==> config.mk <==
export PLATFORM = sky130hd
export DESIGN_NAME = mem_access_ctrl_flat
export DESIGN_NICKNAME = d
export VERILOG_FILES = /design/src/rtl/mem_access_ctrl_if.sv /design/src/rtl/mem_access_ctrl.sv /design/src/flat_wrapper.sv
export SDC_FILE = /design/constraint.sdc
export NUM_CORES = 1
export LEC_CHECK = 0
export CAP_MARGIN = 20
export CORE_MARGIN = 2
export CORE_UTILIZATION = 40
export DETAILED_ROUTE_END_ITERATION = 10
export GPL_TIMING_DRIVEN = 0
export PLACE_DENSITY_LB_ADDON = 0.1
export SLEW_MARGIN = 15
export SYNTH_ARGS = -nofsm -noshare
export SYNTH_HDL_FRONTEND = slang
export SYNTH_SLANG_ARGS = --single-unit
==> constraint.sdc <==
create_clock -name clk -period 6 [get_ports clk]
set_input_delay 1.8 -clock clk [delete_from_list [all_inputs] [get_ports clk]]
set_output_delay 1.8 -clock clk [all_outputs]
set_load 0.005 [all_outputs]
==> src/rtl/mem_access_ctrl_if.sv <==
// CPU-side and data-memory-side signal bundle for mem_access_ctrl.
// slave: the controller. master: the surrounding CPU/memory (or bench).
// Carries no clock; clk/rst remain plain ports on the controller.
interface mem_access_ctrl_if;
  // CPU side
  logic [31:0] cpu_addr;
  logic [31:0] cpu_wdata;
  logic        cpu_memread;
  logic        cpu_memwrite;
  logic [3:0]  cpu_sign_mask;
  logic [31:0] cpu_rdata;
  logic        cpu_stall;
  // Data-memory side
  logic [31:0] mem_addr;
  logic [31:0] mem_wdata;
  logic        mem_memread;
  logic        mem_memwrite;
  logic [3:0]  mem_sign_mask;
  logic [31:0] mem_rdata;
  logic        mem_stall;
  // Status
  logic        fault;
  logic [7:0]  fault_count;

  modport slave (
    input  cpu_addr, cpu_wdata, cpu_memread, cpu_memwrite, cpu_sign_mask,
    input  mem_rdata, mem_stall,
    output cpu_rdata, cpu_stall,
    output mem_addr, mem_wdata, mem_memread, mem_memwrite, mem_sign_mask,
    output fault, fault_count
  );

  modport master (
    output cpu_addr, cpu_wdata, cpu_memread, cpu_memwrite, cpu_sign_mask,
    output mem_rdata, mem_stall,
    input  cpu_rdata, cpu_stall,
    input  mem_addr, mem_wdata, mem_memread, mem_memwrite, mem_sign_mask,
    input  fault, fault_count
  );
endinterface

==> src/rtl/mem_access_ctrl.sv <==
// Sequences one CPU load/store at a time into a stalling data memory.
// Latency: 1 cycle for a misaligned request, 3 + stall cycles (min 4) otherwise.
// Backpressure: cpu_stall holds the CPU from request until the DONE cycle.
module mem_access_ctrl #(
  parameter int          TIMEOUT  = 255,
  parameter logic [31:0] LED_ADDR = 32'h2000
) (
  input  logic               clk,
  input  logic               rst,
  mem_access_ctrl_if.slave   bus
);

  typedef enum logic [1:0] {IDLE, ISSUE, WAIT, DONE} state_t;

  localparam logic [7:0] TIMEOUT_C = 8'(TIMEOUT);

  state_t      state_q, state_d;
  logic [31:0] addr_q, addr_d;
  logic [31:0] wdata_q, wdata_d;
  logic [3:0]  mask_q, mask_d;
  logic        op_wr_q, op_wr_d;
  logic [7:0]  cnt_q, cnt_d;
  logic        seen_q, seen_d;
  logic [31:0] rdata_q, rdata_d;
  logic        fault_q, fault_d;
  logic [7:0]  fcnt_q, fcnt_d;

  logic        req;
  logic        misalign;
  logic [7:0]  cnt_inc;
  logic        mem_done;

  assign req      = bus.cpu_memread | bus.cpu_memwrite;
  // Word needs addr[1:0]==0; half (when not word) needs addr[0]==0; byte is always aligned.
  assign misalign = (bus.cpu_sign_mask[2] && (bus.cpu_addr[1:0] != 2'b00)) ||
                    (!bus.cpu_sign_mask[2] && bus.cpu_sign_mask[1] && bus.cpu_addr[0]);
  // cnt_inc counts WAIT cycles including the current one.
  assign cnt_inc  = cnt_q + 8'd1;
  // Completion: stall was observed high earlier in WAIT and is now low.
  assign mem_done = seen_q && !bus.mem_stall;

  // State register and captured request; async reset clears everything.
  always_ff @(posedge clk or posedge rst) begin
    if (rst) begin
      state_q <= IDLE;
      addr_q  <= '0;
      wdata_q <= '0;
      mask_q  <= '0;
      op_wr_q <= 1'b0;
      cnt_q   <= '0;
      seen_q  <= 1'b0;
      rdata_q <= '0;
      fault_q <= 1'b0;
      fcnt_q  <= '0;
    end else begin
      state_q <= state_d;
      addr_q  <= addr_d;
      wdata_q <= wdata_d;
      mask_q  <= mask_d;
      op_wr_q <= op_wr_d;
      cnt_q   <= cnt_d;
      seen_q  <= seen_d;
      rdata_q <= rdata_d;
      fault_q <= fault_d;
      fcnt_q  <= fcnt_d;
    end
  end

  // Next-state, capture, load-result and fault bookkeeping.
  always_comb begin
    state_d = state_q;
    addr_d  = addr_q;
    wdata_d = wdata_q;
    mask_d  = mask_q;
    op_wr_d = op_wr_q;
    cnt_d   = cnt_q;
    seen_d  = seen_q;
    rdata_d = rdata_q;
    fault_d = 1'b0;
    fcnt_d  = fcnt_q;

    case (state_q)
      IDLE: begin
        if (req) begin
          addr_d  = bus.cpu_addr;
          wdata_d = bus.cpu_wdata;
          mask_d  = bus.cpu_sign_mask;
          // Read wins when both lines are high; the write is silently dropped.
          op_wr_d = !bus.cpu_memread;
          if (misalign) begin
            state_d = DONE;
            rdata_d = '0;
            fault_d = 1'b1;
          end else begin
            state_d = ISSUE;
          end
        end
      end
      ISSUE: begin
        state_d = WAIT;
        cnt_d   = '0;
        seen_d  = 1'b0;
      end
      WAIT: begin
        cnt_d = cnt_inc;
        if (bus.mem_stall) seen_d = 1'b1;
        // A completion on the timeout cycle still counts as a completion.
        if (mem_done) begin
          state_d = DONE;
          if (!op_wr_q) rdata_d = bus.mem_rdata;
        end else if (cnt_inc == TIMEOUT_C) begin
          state_d = DONE;
          if (!op_wr_q) rdata_d = '1;
          fault_d = 1'b1;
        end
      end
      DONE: begin
        state_d = IDLE;
      end
      default: state_d = IDLE;
    endcase

    // At most one fault per request, so a single saturating increment suffices.
    if (fault_d && (fcnt_q != 8'hFF)) fcnt_d = fcnt_q + 8'd1;
  end

  assign bus.cpu_stall     = ((state_q == IDLE) && req) || (state_q == ISSUE) || (state_q == WAIT);
  assign bus.cpu_rdata     = rdata_q;
  assign bus.mem_addr      = addr_q;
  assign bus.mem_wdata     = wdata_q;
  assign bus.mem_sign_mask = mask_q;
  assign bus.mem_memread   = (state_q == ISSUE) && !op_wr_q;
  assign bus.mem_memwrite  = (state_q == ISSUE) && op_wr_q;
  assign bus.fault         = fault_q;
  assign bus.fault_count   = fcnt_q;

  // The LED register lives in data memory, so LED writes take the normal issue path.
  a_led_issue: assert property (@(posedge clk) disable iff (rst)
    (state_q == ISSUE && op_wr_q && addr_q == LED_ADDR) |-> bus.mem_memwrite);

endmodule

==> src/flat_wrapper.sv <==
// flat-port wrapper written by rule: the top's interface ports become plain ports
module mem_access_ctrl_flat 
#(
  parameter int          TIMEOUT  = 255,
  parameter logic [31:0] LED_ADDR = 32'h2000
)
  (clk, rst, bus_cpu_addr, bus_cpu_wdata, bus_cpu_memread, bus_cpu_memwrite, bus_cpu_sign_mask, bus_mem_rdata, bus_mem_stall, bus_cpu_rdata, bus_cpu_stall, bus_mem_addr, bus_mem_wdata, bus_mem_memread, bus_mem_memwrite, bus_mem_sign_mask, bus_fault, bus_fault_count);
  mem_access_ctrl_if bus_i ();
  input  logic clk;
  input  logic rst;
  input wire logic [$bits(bus_i.cpu_addr)-1:0] bus_cpu_addr;
  input wire logic [$bits(bus_i.cpu_wdata)-1:0] bus_cpu_wdata;
  input wire logic [$bits(bus_i.cpu_memread)-1:0] bus_cpu_memread;
  input wire logic [$bits(bus_i.cpu_memwrite)-1:0] bus_cpu_memwrite;
  input wire logic [$bits(bus_i.cpu_sign_mask)-1:0] bus_cpu_sign_mask;
  input wire logic [$bits(bus_i.mem_rdata)-1:0] bus_mem_rdata;
  input wire logic [$bits(bus_i.mem_stall)-1:0] bus_mem_stall;
  output wire logic [$bits(bus_i.cpu_rdata)-1:0] bus_cpu_rdata;
  output wire logic [$bits(bus_i.cpu_stall)-1:0] bus_cpu_stall;
  output wire logic [$bits(bus_i.mem_addr)-1:0] bus_mem_addr;
  output wire logic [$bits(bus_i.mem_wdata)-1:0] bus_mem_wdata;
  output wire logic [$bits(bus_i.mem_memread)-1:0] bus_mem_memread;
  output wire logic [$bits(bus_i.mem_memwrite)-1:0] bus_mem_memwrite;
  output wire logic [$bits(bus_i.mem_sign_mask)-1:0] bus_mem_sign_mask;
  output wire logic [$bits(bus_i.fault)-1:0] bus_fault;
  output wire logic [$bits(bus_i.fault_count)-1:0] bus_fault_count;
  assign bus_i.cpu_addr = bus_cpu_addr;
  assign bus_i.cpu_wdata = bus_cpu_wdata;
  assign bus_i.cpu_memread = bus_cpu_memread;
  assign bus_i.cpu_memwrite = bus_cpu_memwrite;
  assign bus_i.cpu_sign_mask = bus_cpu_sign_mask;
  assign bus_i.mem_rdata = bus_mem_rdata;
  assign bus_i.mem_stall = bus_mem_stall;
  assign bus_cpu_rdata = bus_i.cpu_rdata;
  assign bus_cpu_stall = bus_i.cpu_stall;
  assign bus_mem_addr = bus_i.mem_addr;
  assign bus_mem_wdata = bus_i.mem_wdata;
  assign bus_mem_memread = bus_i.mem_memread;
  assign bus_mem_memwrite = bus_i.mem_memwrite;
  assign bus_mem_sign_mask = bus_i.mem_sign_mask;
  assign bus_fault = bus_i.fault;
  assign bus_fault_count = bus_i.fault_count;
  mem_access_ctrl #(.TIMEOUT(TIMEOUT), .LED_ADDR(LED_ADDR)) u_core (.clk(clk), .rst(rst), .bus(bus_i));
endmodule
==> flow_metrics.env, run 1 <==
export IMPL_outcome="finished clean"
export IMPL_yosysSeqAreaShare=0.586
export IMPL_ys_types=38
export IMPL_power_density_nw_per_um2=575
export IMPL_root_buffer="clkbuf_16"
export IMPL_wl_per_cell_microns=17.1
export IMPL_timing_rr_start="u_core.state_q[0]"
export IMPL_synth_area_leaders="dfrtp_1 59%, mux2_2 15%, a2bb2oi_2 8.7%"
export IMPL_reg2regPathDepth=7
export IMPL_ant_nets=0
export IMPL_drive_above_1_share=0.218
export IMPL_ys_async_sr_fraction=1.00
export IMPL_yosys_area_top_type="dfrtp_1"
export IMPL_fmaxAchievable_ghz=0.174
export IMPL_antenna_found_initial=0
export IMPL_critPathLaunch="bus_cpu_memread"
export IMPL_finalHoldViolCount=0
export IMPL_worst_pin_slew_ns=0.832
export IMPL_worstPathRequired_ns=4.20
export IMPL_post_cts_resized=0
export IMPL_avgSynthCellArea_sq_um=13.7
export IMPL_drt_iter0_markers=137
export IMPL_synth_edf_count=0
export IMPL_ys_warn_count=0
export IMPL_maxSlewHeadroom=0.442
export IMPL_crit_chain="clkdlybuf4s50_1, o21ai_1, clkbuf_1, nand2_1, clkdlybuf4s50_1"
export IMPL_n_fill_cell=1041
export IMPL_routed_wl_microns=13600
export IMPL_fp_coreArea_sq_um=12600
export IMPL_ff_latch_area_sq_um=3030
export IMPL_fin_nets=725
export IMPL_htree_num_levels=4
export IMPL_syn_num_nets=489
export IMPL_worst_path_buf_inv=3
export IMPL_place_congestion=0.752
export IMPL_vdd_ir_drop_max_v=0.000269
export IMPL_final_max_slew_viol_count=0
export IMPL_slowest_delay_ns=0.67
export IMPL_grt_pass1_wl_microns=22000
export IMPL_syn2layout_area_growth_pct=56.8
export IMPL_dieArea_sq_um=13800
export IMPL_drtPass1Iterations=4
export IMPL_syn_area_sq_um=5160
export IMPL_holdCritStartpoint="u_core.bus.mem_wdata[19]"
export IMPL_postLayoutCoreUtil=0.642
export IMPL_period_share=0.956
export IMPL_cap_violations=0
export IMPL_cpMaxStageDelayCell="o21ai_1"
export IMPL_yosysMostFrequentCell="dfrtp_1"
export IMPL_fp_row_count=41
export IMPL_via_count=3859
export IMPL_die_y_microns=118
export IMPL_synthTopCellsByCount="121 x dfrtp_1, 68 x mux2_2, 47 x nand2_1"
export IMPL_fin_skew_ns=0.0105
export IMPL_worstSkewPairLatency_ns=0.41
export IMPL_multi_input_area_sq_um=1960
export IMPL_crit_path_start_kind="input port"
export IMPL_min_path_cells=1
export IMPL_path_class="in2out"
export IMPL_io_pins=217
export IMPL_syn_instance_count=378
export IMPL_initial_core_util=0.409
export IMPL_final_setup_viol_count=0
export IMPL_path_clk_slew_ns=0.05
export IMPL_crit_cells=5
export IMPL_cp_arrival_ns=3.93
export IMPL_power_leakage_nw=3.39
export IMPL_worst_setup_path_end_kind="output port"
export IMPL_cts_sinks=121
export IMPL_drc_errors=0
export IMPL_grt_max_degree=68
export IMPL_die_w_microns=118
export IMPL_rsz0062_at_grt="false"
export IMPL_hold_class="reg2reg"
export IMPL_grt_use_total=0.204
export IMPL_post_cts_setup_buffers=0
export IMPL_synth_main_ff_cell="dfrtp_1"
export IMPL_dp_hpwl_microns=10000
export IMPL_ys_ff_latch=121
export IMPL_grt_pass1_vias=4252
export IMPL_fin_hold_ws_ns=0.499
export IMPL_io_buffers=216
export IMPL_timing_critical_path_mode_cell="clkdlybuf4s50_1"
export IMPL_via_per_inst=4.84
export IMPL_critical_path_max_fanout=10
export IMPL_cts_inserted_buffers=17
export IMPL_netlist_area_leader_share=0.586
export IMPL_cts_tree="built"
export IMPL_ctsHoldBuffers=0
export IMPL_cts_path_max_buffers=2
export IMPL_final_min_clock_period_ns=5.73
export IMPL_grt_overflow_total=0
export IMPL_critPathTopFamily="buffers and inverters"
## routing by layer
metal,part of all wire,wire (microns),GRT usage
met1,0.40,5440,0.229
met2,0.48,6540,0.333
met3,0.094,1280,0.0911
met4,0.025,345,0.0949
met5,0,0,0
## power by group
| group | internal [mW] | switching (mW) |
|---|---|---|
| clock network | 0.581 | 0.337 |
| logic | 1.42 | 0.861 |
| registers | 1.22 | 0.234 |
| total | 3.22 | 1.43 |
## cell type report
class,instances,area share
sequential,121,0.374
timing repair buffer,217,0.270
multi-input combinational,228,0.243
clock buffer,25,0.0587
tap,172,0.0266
buffer,21,0.0176
clock inverter,4,0.00556
inverter,8,0.00433
antenna,1,0.000309
## state kept, by name (all words and copies together), names as in the netlist
name                      flops
u_core.bus.mem_addr          32
u_core.state_q                2
u_core.cnt_q                  8
u_core.op_wr_q                1
u_core.bus.mem_wdata         32
u_core.bus.fault              1
u_core.bus.mem_sign_mask      4
u_core.bus.fault_count        8
u_core.bus.cpu_rdata         32
u_core.seen_q                 1
## cells by family after synthesis
logic type,synth area share
flip-flops,0.586
multiplexers,0.159
buffers and inverters,0.0334
adder cells (fa/ha/maj),0.0145
AND/OR/NAND/NOR,0.0695
AO/OA/AOI/OAI,0.134
XOR/XNOR,0.00339
## cell usage in the layout, fill, tap and decap left out, drive strengths merged
master,n
o31ai,4
mux2i,3
o21a,1
nor2,11
dfrtp,121
nand2,47
and2,3
a31oi,3
o21ai,10
a21oi,11
nand4,2
o2bb2ai,3
nand2b,1
mux2,70
a41oi,1
and3,6
a2bb2oi,32
buf,9
bufinv,1
clkinv,3
xor2,2
clkdlybuf4s50,216
and2b,1
nor2b,1
ha,6
nand3,7
a22o,2
diode,1
inv,8
or3,1
clkbuf,38
## worst register-to-register path, delay by kind of cell (launching register included)
kind / cells / cell delay, ns
fa+ha+maj: 1 / 0.24
simple gates: 2 / 0.75
flops: 1 / 0.38
buf+inv: 1 / 0.10
mux: 1 / 0.34
compound gates: 2 / 0.41
## stage by stage
stage | cell area [sq um] | std cells | total power [mW] | worst slack [ns] | TNS [ns]
finish | 8100 | 797 | 4.65 | 0.266 | 0
detailed placement | 7570 | 767 | 3.77 | 0.178 | 0
global placement | 7540 | 766 | 3.71 | -0.808 | -96.68
global route | 8100 | 796 | 4.94 | 0.127 | 0
CTS | 8100 | 796 | 4.71 | 0.186 | 0
floorplan | 5160 | 378 | 2.66 | 0.986 | 0
## final timing paths
path | endpoint | slack [ns]
max | bus_cpu_stall | 0.27
min | u_core.bus.mem_wdata[19] | 0.50
max reg2reg | u_core.bus.fault_count[1] | 3.65
min reg2reg | u_core.bus.mem_wdata[19] | 0.50
max in group asynchronous | u_core.bus.fault_count[5] | 3.44
min in group asynchronous | u_core.bus.mem_wdata[14] | 1.86
Note: power is estimated with default switching activity, not from simulation.
==> run 2, diff against run 1 <==
CELL_PAD_IN_SITES_DETAIL_PLACEMENT = 0   (was default)
CELL_PAD_IN_SITES_GLOBAL_PLACEMENT = 2   (was default)
CORE_UTILIZATION = 27   (was 40)
REMOVE_ABC_BUFFERS = 1   (was default)
==> run 2 against run 1 <==
Against the previous run:
- largest power group unchanged
- combinational power about the same
- core utilization decreased by 20 points
- highest routed layer unchanged
- clock skew shrank 0.0010 ns
- hold slack improved by 0.0015 ns
- clock-buffer cell count fell by 6
- cell count grew 6.0%
- wire length is 2.9% higher
- die area up 46%
- sequential power about the same
==> flow_metrics.env, run 2 (synthesis results as in run 1) <==
export IMPL_outcome="finished clean"
export IMPL_drc_errors=0
export IMPL_fmaxAchievable_ghz=0.188
export IMPL_final_cell_mix="216 x clkdlybuf4s50_1, 121 x dfrtp_1, 68 x mux2_2, 47 x nand2_1, 30 x a2bb2oi_2"
export IMPL_place_congestion=0.714
export IMPL_maxSlewHeadroom=0.403
export IMPL_min_path_cells=1
export IMPL_cts_inserted_buffers=17
export IMPL_path_class="in2out"
export IMPL_cts_tree="built"
export IMPL_cap_violations=0
export IMPL_via_count=3826
export IMPL_fin_nets=709
export IMPL_cp_arrival_ns=3.53
export IMPL_p_int_mw=3.29
export IMPL_ctsHoldBuffers=0
export IMPL_dieArea_sq_um=20300
export IMPL_final_max_slew_viol_count=0
export IMPL_reg2reg_to="u_core.bus.fault_count[1]"
export IMPL_die_y_microns=142
export IMPL_fin_cells=845
export IMPL_drt_iter0_markers=150
export IMPL_cts_path_max_buffers=2
export IMPL_grt_use_total=0.141
export IMPL_power_leakage_nw=3.40
export IMPL_critical_path_max_fanout=23
export IMPL_fin_ws_ns=0.673
export IMPL_clkPwrFrac=0.216
export IMPL_fp_row_count=50
export IMPL_dp_hpwl_microns=10100
export IMPL_cts_sinks=121
export IMPL_power_density_nw_per_um2=575
export IMPL_drtPass1Iterations=6
export IMPL_post_cts_setup_buffers=0
export IMPL_fp_coreArea_sq_um=18800
export IMPL_vdd_ir_drop_max_v=0.000247
export IMPL_placed_cells=813
export IMPL_place_ws_ns=0.648
export IMPL_final_min_clock_period_ns=5.33
export IMPL_worstPathRequired_ns=4.20
export IMPL_post_cts_resized=0
export IMPL_worst_pin_slew_ns=0.891
export IMPL_io_pins=217
export IMPL_rsz0062_at_grt="false"
export IMPL_die_w_microns=142
export IMPL_path_clk_slew_ns=0.05
export IMPL_final_setup_viol_count=0
export IMPL_grt_pass1_wl_microns=21800
export IMPL_holdCritStartpoint="u_core.bus.mem_addr[6]"
export IMPL_wl_per_cell_microns=16.6
export IMPL_antenna_found_initial=0
export IMPL_fin_skew_ns=0.00954
export IMPL_worstSkewPairLatency_ns=0.41
export IMPL_initial_core_util=0.275
export IMPL_timing_rr_start="u_core.state_q[0]"
export IMPL_crit_path_start_kind="input port"
export IMPL_seqPwrFrac=0.305
export IMPL_period_share=0.888
export IMPL_final_common_cell="clkdlybuf4s50_1"
export IMPL_grt_pass1_vias=3876
export IMPL_reg2regPathDepth=7
export IMPL_diodes=0
export IMPL_grt_max_degree=75
export IMPL_syn2layout_area_growth_pct=59.3
export IMPL_switching_share=0.305
export IMPL_worst_setup_path_end_kind="output port"
export IMPL_root_buffer="clkbuf_16"
export IMPL_via_per_inst=4.53
export IMPL_drive_above_1_share=0.236
export IMPL_grt_overflow_total=0
export IMPL_htree_num_levels=4
export IMPL_p_comb_frac=0.479
export IMPL_worstHoldEndpoint="u_core.bus.mem_addr[6]"
export IMPL_ant_nets=0
export IMPL_power_mw=4.73
export IMPL_io_buffers=216
export IMPL_switching_power_mw=1.44
export IMPL_routed_wl_microns=14000
export IMPL_r2r_slack_ns=3.28
export IMPL_finalHoldViolCount=0
export IMPL_hold_class="reg2reg"
-- run 2: power by group through the flow --
stage | Clock, mW | Sequential (mW) | Combinational [mW]
after global placement | 0 | 1.44 | 2.29
final | 1.02 | 1.44 | 2.27
after detailed placement | 0 | 1.46 | 2.31
after CTS | 1.06 | 1.45 | 2.31
after global routing | 1.09 | 1.49 | 2.45
after floorplan | 0 | 1.47 | 1.14
-- run 2: how the worst max path moves through the flow --
stage	from	to	slack, ns	cells after the start
6_report	bus_cpu_memwrite	bus_cpu_stall	0.67	4
5_1_grt	bus_cpu_memread	bus_cpu_stall	0.51	4
4_1_cts	bus_cpu_memwrite	bus_cpu_stall	0.65	4
3_5_place_dp	bus_cpu_memwrite	bus_cpu_stall	0.65	4
3_3_place_gp	bus_cpu_memread	bus_cpu_stall	-3.39	4
2_1_floorplan	bus_cpu_memwrite	bus_cpu_stall	-0.91	2
-- run 2: layer usage --
| metal | vias to the layer above | track usage | wire [microns] |
|---|---|---|---|
| met5 | - | 0 | 0 |
| met4 | 0 | 0.0604 | 328 |
| met3 | 17 | 0.0380 | 732 |
| met2 | 102 | 0.236 | 7190 |
| met1 | 1923 | 0.171 | 5740 |
| li1 | 1784 | - | - |
-- run 2: area by class of cell --
cell class                 instances  area (sq um)
tap                              234           293
multi-input combinational        228          1990
sequential                       121          3030
clock buffer                      19           433
inverter                           8          35.0
clock inverter                    13           154
fill                            1753         10500
timing repair buffer             222          2300
-- run 2: metrics by stage --
| stage | hold WS, ns | utilization | TNS, ns | cell area, sq um |
|---|---|---|---|---|
| 6_report | 0.500 | 0.438 | 0 | 8230 |
| 5_1_grt | 0.516 | 0.438 | 0 | 8230 |
| 4_1_cts | 0.504 | 0.438 | 0 | 8230 |
| 3_5_place_dp | 0.492 | 0.407 | 0 | 7640 |
| 3_3_place_gp | 0.485 | 0.398 | -268.80 | 7480 |
| 2_1_floorplan | 0.486 | - | -0.972 | 5020 |
-- run 2: worst max-delay path, stage by stage --
cell and delay [ns]:
clkdlybuf4s50_1 0.46, o21ai_4 0.66, nand2_1 0.10, clkdlybuf4s50_1 0.50
==> run 3, diff against run 2 <==
ABC_AREA = 1   (was default)
CORE_UTILIZATION = 24   (was 27)
==> run 3 against run 2 <==
Against the previous run:
- sequential share of layout area up 0.10 points
- clock-buffer cell count up 2
- sequential power down 8%
- first-iteration DRC count up 11%
- critical path type unchanged
- combinational power down 24%
- die area up 13%
- critical path depth up 3
- cell count up 29%
- register-to-register slack better by 0.16 ns
- global-route usage down 0.19 points
==> flow_metrics.env, run 3 <==
export IMPL_timing_critical_path_mode_cell="clkdlybuf4s50_1"
export IMPL_grt_overflow_total=0
export IMPL_wl_per_cell_microns=14.5
export IMPL_place_congestion=0.752
export IMPL_path_class="in2out"
export IMPL_via_per_inst=4.16
export IMPL_worst_path_buf_inv=4
export IMPL_final_cell_mix="285 x nand2_1, 216 x clkdlybuf4s50_1, 121 x dfrtp_1, 43 x o21ai_0, 32 x o21ai_2"
export IMPL_worst_setup_path_end_kind="output port"
export IMPL_cts_inserted_buffers=17
export IMPL_power_leakage_nw=3.73
export IMPL_crit_cells=7
export IMPL_routed_wl_microns=15700
export IMPL_cap_violations=0
export IMPL_die_w_microns=151
export IMPL_synth_main_ff_cell="dfrtp_1"
export IMPL_crit_chain="clkdlybuf4s50_1, nor2_1, nor2_4, buf_16, inv_6, nand3_1, clkdlybuf4s50_1"
export IMPL_grt_use_total=0.139
export IMPL_reg2reg_to="u_core.bus.cpu_rdata[19]"
export IMPL_antenna_found_initial=0
export IMPL_r2r_slack_ns=3.44
export IMPL_hold_class="reg2reg"
export IMPL_final_setup_viol_count=0
export IMPL_dieArea_sq_um=22900
export IMPL_power_density_nw_per_um2=490
export IMPL_busiest_layer="met2"
export IMPL_dp_hpwl_microns=10800
export IMPL_rsz0062_at_grt="false"
export IMPL_root_buffer="clkbuf_16"
export IMPL_netlist_area_leader_share=0.582
export IMPL_final_max_slew_viol_count=0
export IMPL_cts_sinks=121
export IMPL_met2_usage=0.236
export IMPL_critical_path_max_fanout=71
export IMPL_reg2regPathDepth=8
export IMPL_ys_async_sr_fraction=1.00
export IMPL_critPathLaunch="bus_cpu_memread"
export IMPL_yosys_area_top_type="dfrtp_1"
export IMPL_ys_warn_count=0
export IMPL_fmaxAchievable_ghz=0.175
export IMPL_cts_path_max_buffers=2
export IMPL_yosysMostFrequentCell="nand2_1"
export IMPL_grt_max_degree=72
export IMPL_avgSynthCellArea_sq_um=8.86
export IMPL_syn_area_sq_um=5200
export IMPL_crit_path_start_kind="input port"
export IMPL_maxSlewHeadroom=0.405
export IMPL_postLayoutCoreUtil=0.388
export IMPL_cts_tree="built"
export IMPL_diodes=0
export IMPL_path_clk_slew_ns=0.05
export IMPL_fp_coreArea_sq_um=21200
export IMPL_die_y_microns=151
export IMPL_final_min_clock_period_ns=5.72
export IMPL_worstPathRequired_ns=4.20
export IMPL_io_buffers=216
export IMPL_finalHoldViolCount=0
export IMPL_fin_nets=909
export IMPL_yosysSeqAreaShare=0.582
export IMPL_use_met3=0.0440
export IMPL_synth_area_leaders="dfrtp_1 58%, nand2_1 21%, o21ai_2 5.4%"
export IMPL_endpoint="bus_cpu_stall"
export IMPL_use_met1=0.167
export IMPL_power_mw=4.02
export IMPL_fin_skew_ns=0.00990
export IMPL_ys_types=21
export IMPL_cp_arrival_ns=3.92
export IMPL_syn2layout_area_growth_pct=57.7
export IMPL_drtPass1Iterations=4
export IMPL_fin_area_sq_um=8200
export IMPL_fp_row_count=53
export IMPL_postPlaceCellArea_sq_um=7650
export IMPL_ant_nets=0
export IMPL_drt_iter0_markers=167
export IMPL_synth_edf_count=0
export IMPL_cpMaxStageDelayCell="clkdlybuf4s50_1"
export IMPL_io_pins=217
export IMPL_critPathTopFamily="buffers and inverters"
export IMPL_outcome="finished clean"
export IMPL_syn_instance_count=587
export IMPL_period_share=0.953
export IMPL_htree_num_levels=4
export IMPL_ys_ff_latch=121
export IMPL_initial_core_util=0.246
export IMPL_worstSkewPairLatency_ns=0.41
export IMPL_synthTopCellsByCount="285 x nand2_1, 121 x dfrtp_1, 43 x o21ai_0"
export IMPL_via_count=4516
export IMPL_drive_above_1_share=0.0949
export IMPL_vdd_ir_drop_max_v=0.000183
export IMPL_drc_errors=0
export IMPL_final_common_cell="nand2_1"
export IMPL_grt_pass1_wl_microns=24300
export IMPL_slowest_delay_ns=0.52
export IMPL_grt_pass1_vias=4458
export IMPL_timing_rr_start="u_core.state_q[0]"
export IMPL_worst_pin_slew_ns=0.892
## run 3: cell types whose count changed after synthesis, sizes merged, moves of 6 or more
cell	before	now
nand2	47	290
and3	6	0
a2bb2oi	32	0
o21ai	10	75
mux2	70	0
inv	8	19
nand3	7	19
a21oi	11	1
## run 3: timing repair
action / CTS / global route
hold endpoints to repair: 0 / 0
setup endpoints to repair: 1 / 0
hold buffers: 0 / 0
buffers inserted: 0 / 0
resized for setup: 1 / 0
## run 3: metrics by stage
step	hold WS, ns	TNS [ns]	worst slack [ns]	instances
2_1_floorplan	0.465	0	0.0321	560
3_3_place_gp	0.453	-192.98	-2.89	1051
3_5_place_dp	0.458	-0.00419	-0.00419	1054
4_1_cts	0.473	0	0.178	1086
5_1_grt	0.487	0	0.0878	1086
6_report	0.468	0	0.284	1086
## run 3: logic make-up (layout without fill, tap and decap cells)
kind of cell               count (synthesis)  in the layout  synth area share
AOI/OAI and AO/OA                         82             82             0.106
xor gates and xnor gates                   7              7            0.0118
adders and majority gates                  6              6            0.0144
buffers and inverters                     46            270            0.0421
DFF                                      121            121             0.582
and+or+nand+nor                          325            325             0.243
## run 3: worst min-delay path by stage
stage                             start  slack [ns]  cells past startpoint                       end
2_1_floorplan    u_core.bus.mem_addr[0]        0.47                      2    u_core.bus.mem_addr[0]
5_1_grt          u_core.bus.mem_addr[9]        0.49                      2    u_core.bus.mem_addr[9]
6_report       u_core.bus.mem_wdata[11]        0.47                      2  u_core.bus.mem_wdata[11]
4_1_cts         u_core.bus.mem_addr[25]        0.47                      2   u_core.bus.mem_addr[25]
3_5_place_dp    u_core.bus.mem_addr[25]        0.46                      2   u_core.bus.mem_addr[25]
3_3_place_gp   u_core.bus.mem_wdata[14]        0.45                      2  u_core.bus.mem_wdata[14]
## run 3: layout make-up
cell class	instances	area, sq um
Clock buffer	21	450
Clock inverter	11	100
Fill cell	2137	12900
Inverter	19	81.3
Multi-Input combinational cell	420	1960
Sequential cell	121	3030
Tap cell	275	344
Timing Repair Buffer	219	2240
## run 3: worst reg2reg max path: stages (launching register included)
cell,delay (ns)
dfrtp_1,0.39
inv_1,0.10
ha_2,0.66
inv_1,0.14
nor2_1,0.19
nand2_2,0.10
nand2_4,0.59
nand2_1,0.21
o21ai_2,0.09
## run 3: layer usage
metal,wire length (microns),part of all wire,vias to the layer above
met2,7840,0.50,111
met4,110,0.0070,0
met5,0,0,-
met3,977,0.062,8
met1,6810,0.43,2114
li1,-,-,2283
## run 3: power breakdown
group	internal [mW]	switching (mW)	leakage, nW	total, mW
clock	0.580	0.379	0.267	0.959
combinational	0.868	0.865	1.92	1.73
sequential	1.15	0.181	1.54	1.33
total	2.59	1.43	3.73	4.02
